File: src/rtl/vga_line_filler.sv
`default_nettype none
// ============================================================================
// Module : vga_line_filler
// Copies one framebuffer line into a two-bank line buffer, one pixel at a time.
// Rev    : 1.0
// ============================================================================
module vga_line_filler #(
  parameter int COLOR_DEPTH = 8,
  parameter int H_PIXELS    = 640,
  parameter int V_LINES     = 480,
  parameter int FB_ADDR_W   = 20
) (
  input  logic                   sys_clk,
  input  logic                   rst,
  input  logic [FB_ADDR_W-1:0]   fb_base,
  input  logic                   line_req,
  input  logic [9:0]             line_num,
  output logic [FB_ADDR_W-1:0]   mem_addr,
  output logic                   mem_rd,
  input  logic                   mem_rdy,
  input  logic [COLOR_DEPTH-1:0] mem_rdata,
  output logic [10:0]            buf_addr,
  output logic [COLOR_DEPTH-1:0] buf_dat,
  output logic                   buf_we,
  output logic                   buf_ce,
  output logic                   busy,
  output logic                   line_done,
  output logic                   overrun,
  input  logic                   overrun_clr
);

  typedef enum logic [1:0] {
    S_IDLE  = 2'd0,
    S_FETCH = 2'd1,
    S_WRITE = 2'd2,
    S_DONE  = 2'd3
  } state_t;

  localparam logic [10:0]          c_V_LINES = 11'(V_LINES);
  localparam logic [9:0]           c_X_LAST  = 10'(H_PIXELS - 1);
  localparam logic [FB_ADDR_W-1:0] c_H_PIX   = FB_ADDR_W'(H_PIXELS);

  state_t                   r_state;
  state_t                   w_state_nxt;
  logic                     r_bank;
  logic [9:0]               r_x;
  logic [FB_ADDR_W-1:0]     r_line_base;
  logic [COLOR_DEPTH-1:0]   r_data;
  logic                     r_overrun;

  logic                     w_req_ok;
  logic                     w_x_last;
  logic                     w_wr;
  logic                     w_ov_set;
  logic [FB_ADDR_W-1:0]     w_line_base;

  // Out-of-range line numbers are dropped everywhere, so every request path keys off w_req_ok.
  assign w_req_ok    = line_req && ({1'b0, line_num} < c_V_LINES);
  assign w_x_last    = (r_x == c_X_LAST);
  assign w_line_base = fb_base + (FB_ADDR_W'(line_num) * c_H_PIX);
  assign w_ov_set    = w_req_ok && ((r_state == S_FETCH) || (r_state == S_WRITE));

  always_ff @(posedge sys_clk or posedge rst) begin
    if (rst) begin
      r_state <= S_IDLE;
    end else begin
      r_state <= w_state_nxt;
    end
  end

  always_comb begin
    w_state_nxt = r_state;
    unique case (r_state)
      S_IDLE:  w_state_nxt = r_state;
      S_FETCH: if (mem_rdy) w_state_nxt = S_WRITE;
      S_WRITE: w_state_nxt = w_x_last ? S_DONE : S_FETCH;
      S_DONE:  w_state_nxt = S_IDLE;
      default: w_state_nxt = S_IDLE;
    endcase
    // A valid request always (re)starts a fill, aborting whatever was in flight.
    if (w_req_ok) begin
      w_state_nxt = S_FETCH;
    end
  end

  always_ff @(posedge sys_clk or posedge rst) begin
    if (rst) begin
      r_bank      <= 1'b0;
      r_x         <= '0;
      r_line_base <= '0;
      r_data      <= '0;
      r_overrun   <= 1'b0;
    end else begin
      if (w_req_ok) begin
        r_bank      <= line_num[0];
        r_x         <= '0;
        r_line_base <= w_line_base;
      end else begin
        if ((r_state == S_FETCH) && mem_rdy) begin
          r_data <= mem_rdata;
        end
        if ((r_state == S_WRITE) && !w_x_last) begin
          r_x <= r_x + 10'd1;
        end
      end
      if (w_ov_set) begin
        r_overrun <= 1'b1;
      end else if (overrun_clr) begin
        r_overrun <= 1'b0;
      end
    end
  end

  // The pending pixel is suppressed when a restart lands on its write cycle.
  assign w_wr      = (r_state == S_WRITE) && !w_req_ok;
  assign mem_rd    = (r_state == S_FETCH);
  assign mem_addr  = mem_rd ? (r_line_base + FB_ADDR_W'(r_x)) : '0;
  assign buf_we    = w_wr;
  assign buf_ce    = w_wr;
  assign buf_addr  = (r_state == S_WRITE) ? {r_bank, r_x} : '0;
  assign buf_dat   = (r_state == S_WRITE) ? r_data : '0;
  assign busy      = (r_state != S_IDLE);
  assign line_done = (r_state == S_DONE);
  assign overrun   = r_overrun;

endmodule
`default_nettype wire

File: config.mk
export PLATFORM = sky130hd
export DESIGN_NAME = vga_line_filler
export DESIGN_NICKNAME = d
export VERILOG_FILES = /design/src/rtl/vga_line_filler.sv
export SDC_FILE = /design/constraint.sdc
export NUM_CORES = 1
export LEC_CHECK = 0
export CAP_MARGIN = 20
export CELL_PAD_IN_SITES_DETAIL_PLACEMENT = 0
export CELL_PAD_IN_SITES_GLOBAL_PLACEMENT = 1
export CORE_MARGIN = 3
export CORE_UTILIZATION = 35
export DETAILED_ROUTE_END_ITERATION = 10
export HOLD_SLACK_MARGIN = 0.06
export PLACE_DENSITY_LB_ADDON = 0.1
export SETUP_SLACK_MARGIN = 0.02
export SLEW_MARGIN = 25
export SYNTH_ARGS = -nofsm -noshare
export SYNTH_HDL_FRONTEND = slang
export SYNTH_SLANG_ARGS = --single-unit
File: constraint.sdc
create_clock -name sys_clk -period 5.9 [get_ports sys_clk]
set_input_delay 0.59 -clock sys_clk [delete_from_list [all_inputs] [get_ports sys_clk]]
set_output_delay 0.59 -clock sys_clk [all_outputs]
set_load 0.02 [all_outputs]
==> results of run 1 <==
[routing by layer]
metal  up-vias  GRT usage [%]  part of all wire (%)
met5         -              0                     0
met4         0           4.06                  0.89
met3         5           2.04                   4.9
met2        71           25.0                    45
met1      1390           21.9                    49
li1       1632              -                     -
[state kept, by name (all words and copies together), names as in the netlist]
name / cells
overrun: 1
r_data: 8
r_bank: 1
r_x: 10
r_state: 2
r_line_base: 20
[worst reg2reg max path, stage by stage, from the launching register on]
cell,delay (ps)
dfrtp_1,410
inv_1,110
ha_1,480
clkinv_1,590
nor3_4,670
mux2_4,350
[report_power, final]
group / switching, uW / internal (uW)
sequential: 75.0 / 373
combinational: 453 / 414
clock: 99.8 / 94.1
[through the flow]
step | power, uW | util [%] | hold WS (ps) | instance area (um2) | std cells
after floorplan | 1020 | - | 437 | 3630 | 419
after global placement | 1320 | 46.9 | 453 | 4640 | 631
after detailed placement | 1330 | 46.9 | 456 | 4640 | 631
after CTS | 1540 | 47.8 | 475 | 4740 | 639
after global routing | 1650 | 47.8 | 502 | 4740 | 639
final | 1510 | 47.8 | 470 | 4740 | 639
[area by class of cell]
cell class                 count  area, um2
sequential                    42       1050
clock buffer                   6       82.6
tap                          133        166
inverter                      15       56.3
clock inverter                 2       12.5
fill                         992       5170
multi-input combinational    351       2480
timing repair buffer          90        893
[placed cells by master (no fill, tap or decap), types with 6 or more instances in the layout]
cell type	n
xnor2_1	22
clkdlybuf4s50_1	87
o21ai_0	14
a21oi_1	21
nor2b_1	6
nand2_1	58
o21ai_1	16
nand3_1	8
nor2_1	40
mux2_4	8
inv_1	13
nand4_1	8
clkbuf_8	6
xor2_1	17
a21o_1	8
ha_1	44
dfrtp_1	42
and2_1	21
nand2b_1	6
[how the worst max path moves through the flow]
stage,startpoint,end,cells after the start
after CTS,r_state[1],mem_addr[11],6
after global routing,r_state[1],mem_addr[11],6
after floorplan,line_num[1],r_line_base[19],15
after global placement,line_num[1],r_line_base[19],16
final,r_x[0],mem_addr[12],9
after detailed placement,line_num[1],r_line_base[19],16
[cells by family after synthesis]
kind of cell / count (synthesis) / share of synthesized area (%)
flip-flops: 42 / 29.0
AO/OA/AOI/OAI: 85 / 14.8
AND/OR/NAND/NOR: 169 / 23.1
buffers and inverters: 26 / 2.83
XOR/XNOR: 39 / 9.41
multiplexers: 11 / 4.17
adder cells (fa/ha/maj): 47 / 16.8
==> results.yml, run 1 <==
cells_and_area:
  syn_to_final_growth_pct: 30.5
  drive_gt1_share_pct: 5.73
  antennaDiodeCount: 0
  nets: 595
worst_setup_path:
  r2r_cells: 5
  max_stage_delay_ps: 640
  cp.required_ps: 5310
  crit_buf_inv: 1
  path_max_fanout: 5
  cp_slowest_cell: "clkdlybuf4s50_1"
  crit_arrival_ps: 3250
  end_kind: "primary output"
  critPathKind: "reg -> out"
  reg2reg_slack_ps: 3190
  worst_setup_path_start_kind: "register"
  cp_top_family: "compound AO/OA/AOI/OAI gates"
  crit_chain: "ha_1, fa_1, a211oi_1, o21ai_2, o2111ai_2, a21oi_1, xnor2_1, nor2_1, clkdlybuf4s50_1"
  timing.rr.start: "r_state[1]"
  reg2reg_to: "r_data[3]"
worst_hold_path:
  hold_end: "r_bank"
  min_from: "r_bank"
  holdPathStages: 2
  hp-class: "reg -> reg"
routing:
  wl_um: 8740
  viasPerCell: 4.85
  ant_nets: 0
  wl_per_cell_um: 13.7
  drtIter0Drc: 103
  dr.pass1.iters: 4
  via_count: 3098
  drc: 0
timing:
  slew_headroom_pct: 51.2
  slew_violations: 0
  layout_min_cycle_time_ps: 3840
  setup_viol: 0
  hold_viol: 0
  tightest_slew_ps: 732
  post-route-period-util_pct: 65.1
  finalSetupTns_ps: 0
  timing.fmax_mhz: 260
  fin_ws_ps: 2060
  rsz0062_at_grt: "false"
  finalClockSkew_ps: 1.87
synthesis:
  syn_inst: 419
  syn-cell-area_um2: 3630
  seq_area_frac_synth_pct: 29.0
  yosys_warnings: 0
  syn_area_per_cell_um2: 8.66
  synth.most_common_cell: "nand2_1"
  ys_top_cells_by_area: "dfrtp_1 (29%), ha_1 (15%), nand2_1 (6.0%)"
  ys_types: 51
  synth_edf_count: 0
  synth_top_area_share_pct: 29.0
  synthArstFlopShare_pct: 100
  synth_common_cells: "nand2_1 (58), ha_1 (44), dfrtp_1 (42)"
  ys_ff_latch: 42
  syn_nets: 509
  ys.flop_type: "dfrtp_1"
  synth_area_leader_cell: "dfrtp_1"
clock_tree:
  cts.repair.resized: 0
  clock_latency_ps: 290
  holdBufCountCts: 0
  clock-root-buffer: "clkbuf_8"
  cts_made_buffers: 5
  postCtsSetupRepairBufs: 0
  clockBufferDepth: 2
  cts_sinks: 42
  htreeDepth: 2
  cts_tree: "yes"
  clk_pin_slew_ps: 80
die:
  initial_core_util_pct: 36.6
  std_cell_rows: 36
  die_w_um: 108
  die_area_um2: 11600
  io_pins: 88
  core-area_um2: 9910
  fp.dieH_um: 108
grt:
  gr-total-overflow: 0
  grt_start_max_net_pins: 43
  track_usage_pct: 15.5
  grt_pass1_wl_um: 14600
  grt_antenna_before_repair: 0
  grt_pass1_vias: 3038
placed_design:
  port_buffers: 87
  dp_hpwl_um: 7010
  gp_congestion: 0.812
  place_ws_ps: 1930
power_and_ir_drop:
  cellPowerDensity_nw_per_um2: 319
  p_leak_uw: 0.00207
  irDropWorstVdd_v: 0.000116
flow_run:
  cap_violations: 0
outcome:
  status: "finished clean"
(Power assumes the default switching activity.)
==> run 2, diff against run 1 <==
==> constraint.sdc (replaced) <==
create_clock -name sys_clk -period 4.03 [get_ports sys_clk]
set_input_delay 0.403 -clock sys_clk [delete_from_list [all_inputs] [get_ports sys_clk]]
set_output_delay 0.403 -clock sys_clk [all_outputs]
set_load 0.02 [all_outputs]
==> results.yml, run 2 (synthesized netlist as in run 1, its figures left out) <==
worst_setup_path:
  worst_setup_path_start_kind: "register"
  reg2reg_slack_ps: 1620
  cp_slowest_cell: "clkdlybuf4s50_1"
  critPathKind: "reg -> out"
  reg2reg_to: "r_data[0]"
  max_stage_delay_ps: 620
  cp.required_ps: 3630
  cp-startpoint: "r_x[0]"
  end_kind: "primary output"
  r2r_cells: 6
  timing.rr.start: "r_state[1]"
  path_max_fanout: 5
  crit_chain: "ha_1, fa_1, a211oi_1, o21ai_2, o2111ai_2, a21oi_1, xnor2_1, nor2_1, clkdlybuf4s50_1"
  crit_end: "mem_addr[12]"
  crit_arrival_ps: 3230
power_and_ir_drop:
  p_leak_uw: 0.00208
  cellPowerDensity_nw_per_um2: 468
  irDropWorstVdd_v: 0.000184
cells_and_area:
  syn_to_final_growth_pct: 30.9
  nets: 597
  largest_reg_flops: 20
  drive_gt1_share_pct: 5.91
  final_cell_area_um2: 4750
  final_common_cell: "clkdlybuf4s50_1"
  nFillCells: 1003
  final_cell_mix: "clkdlybuf4s50_1 (87), nand2_1 (58), ha_1 (44)"
  regMostFlops: "r_line_base"
  reg_top3: "r_line_base: 20 flops, r_x: 10 flops, r_data: 8 flops"
  final_cells: 641
  antennaDiodeCount: 0
clock_tree:
  cts_made_buffers: 5
  cts.repair.resized: 0
  clock_latency_ps: 290
  holdBufCountCts: 0
  htreeDepth: 2
  clk_pin_slew_ps: 80
  cts_tree: "yes"
  cts_sinks: 42
  postCtsSetupRepairBufs: 0
  clockBufferDepth: 2
  clock-root-buffer: "clkbuf_8"
routing:
  wl_met1_um: 4220
  viasPerCell: 4.88
  via_count: 3127
  ant_nets: 0
  wl_met3_um: 511
  top_layer: "met4"
  drtIter0Drc: 90
  dr.pass1.iters: 4
  dr_wl_met2_um: 3900
  wl_per_cell_um: 13.6
  drc: 0
  wl_um: 8740
grt:
  track_usage_pct: 15.5
  grt_pass1_wl_um: 14600
  grt_pass1_vias: 3037
  grt_antenna_before_repair: 0
  grt_start_max_net_pins: 43
  gr-total-overflow: 0
die:
  core-area_um2: 9910
  die_w_um: 108
  io_pins: 88
  initial_core_util_pct: 36.6
  die_area_um2: 11600
  std_cell_rows: 36
  fp.dieH_um: 108
worst_hold_path:
  min_from: "r_bank"
  holdPathStages: 2
  hp-class: "reg -> reg"
placed_design:
  dp_hpwl_um: 7180
  place_area_um2: 4660
  gp_congestion: 0.791
  dp_cells: 633
  port_buffers: 87
timing:
  slew_headroom_pct: 47.0
  tightest_slew_ps: 793
  setup_viol: 0
  hold_viol: 0
  post-route-period-util_pct: 90.1
  finalClockSkew_ps: 1.68
  timing.fmax_mhz: 275
  slew_violations: 0
  layout_min_cycle_time_ps: 3630
  finalSetupTns_ps: 0
  rsz0062_at_grt: "false"
outcome:
  status: "finished clean"
flow_run:
  cap_violations: 0
## run 2: changes by cell type in the layout (fill, tap and decap cells not counted)
cell and change:
clkbuf_1 +1, clkinvlp_4 -1, buf_4 +2
## run 2: through the flow
step	total power, uW	utilization [%]	worst slack [ps]	hold slack, ps
after floorplan	1490	-	978	437
after global placement	1950	47.0	284	453
after detailed placement	1970	47.0	234	455
after CTS	2250	47.9	345	474
after global routing	2410	47.9	190	501
final	2220	47.9	397	468
## run 2: worst min path at each step
| stage | end | slack (ps) |
|---|---|---|
| 4_1_cts | r_bank | 470 |
| 6_report | r_bank | 470 |
| 3_5_place_dp | r_bank | 450 |
| 3_3_place_gp | r_bank | 450 |
| 5_1_grt | r_bank | 500 |
| 2_1_floorplan | r_bank | 440 |
## run 2: final cells by class
type                       count  area (um2)  share of cell area, %
clock buffer                   7        86.3                   1.82
inverter                      15        56.3                   1.19
clock inverter                 1        5.00                  0.105
tap                          133         166                   3.50
multi-input combinational    351        2480                   52.1
timing repair buffer          92         908                   19.1
sequential                    42        1050                   22.1
## run 2: worst max-delay path: cells and delay by family, from the launching register on
kind	cells	cell delay (ps)
compound gates	4	940
xor+xnor	1	140
buf+inv	1	620
flops	1	440
fa+ha+maj	2	690
simple gates	1	110
## run 2: layer usage
layer / vias to the layer above / GRT usage [%]
met5: - / 0
li1: 1631 / -
met1: 1412 / 21.9
met3: 8 / 2.40
met4: 0 / 3.88
met2: 76 / 24.8
## run 2: power breakdown
| part | leakage (uW) | total [uW] | switching, uW | internal [uW] |
|---|---|---|---|---|
| combinational | 0.00151 | 1290 | 669 | 620 |
| clock | 0.0000482 | 276 | 137 | 138 |
| sequential | 0.000530 | 656 | 110 | 547 |
| total | 0.00208 | 2220 | 916 | 1310 |
==> run 3, diff against run 2 <==
--- a/config.mk
+++ b/config.mk
@@ -11,7 +11,6 @@
 export CORE_MARGIN = 3
 export CORE_UTILIZATION = 35
 export DETAILED_ROUTE_END_ITERATION = 10
-export HOLD_SLACK_MARGIN = 0.06
 export PLACE_DENSITY_LB_ADDON = 0.1
 export SETUP_SLACK_MARGIN = 0.02
 export SLEW_MARGIN = 25
==> results of run 3 <==
The final DEF is identical to that of run 2; final timing and power are the same.
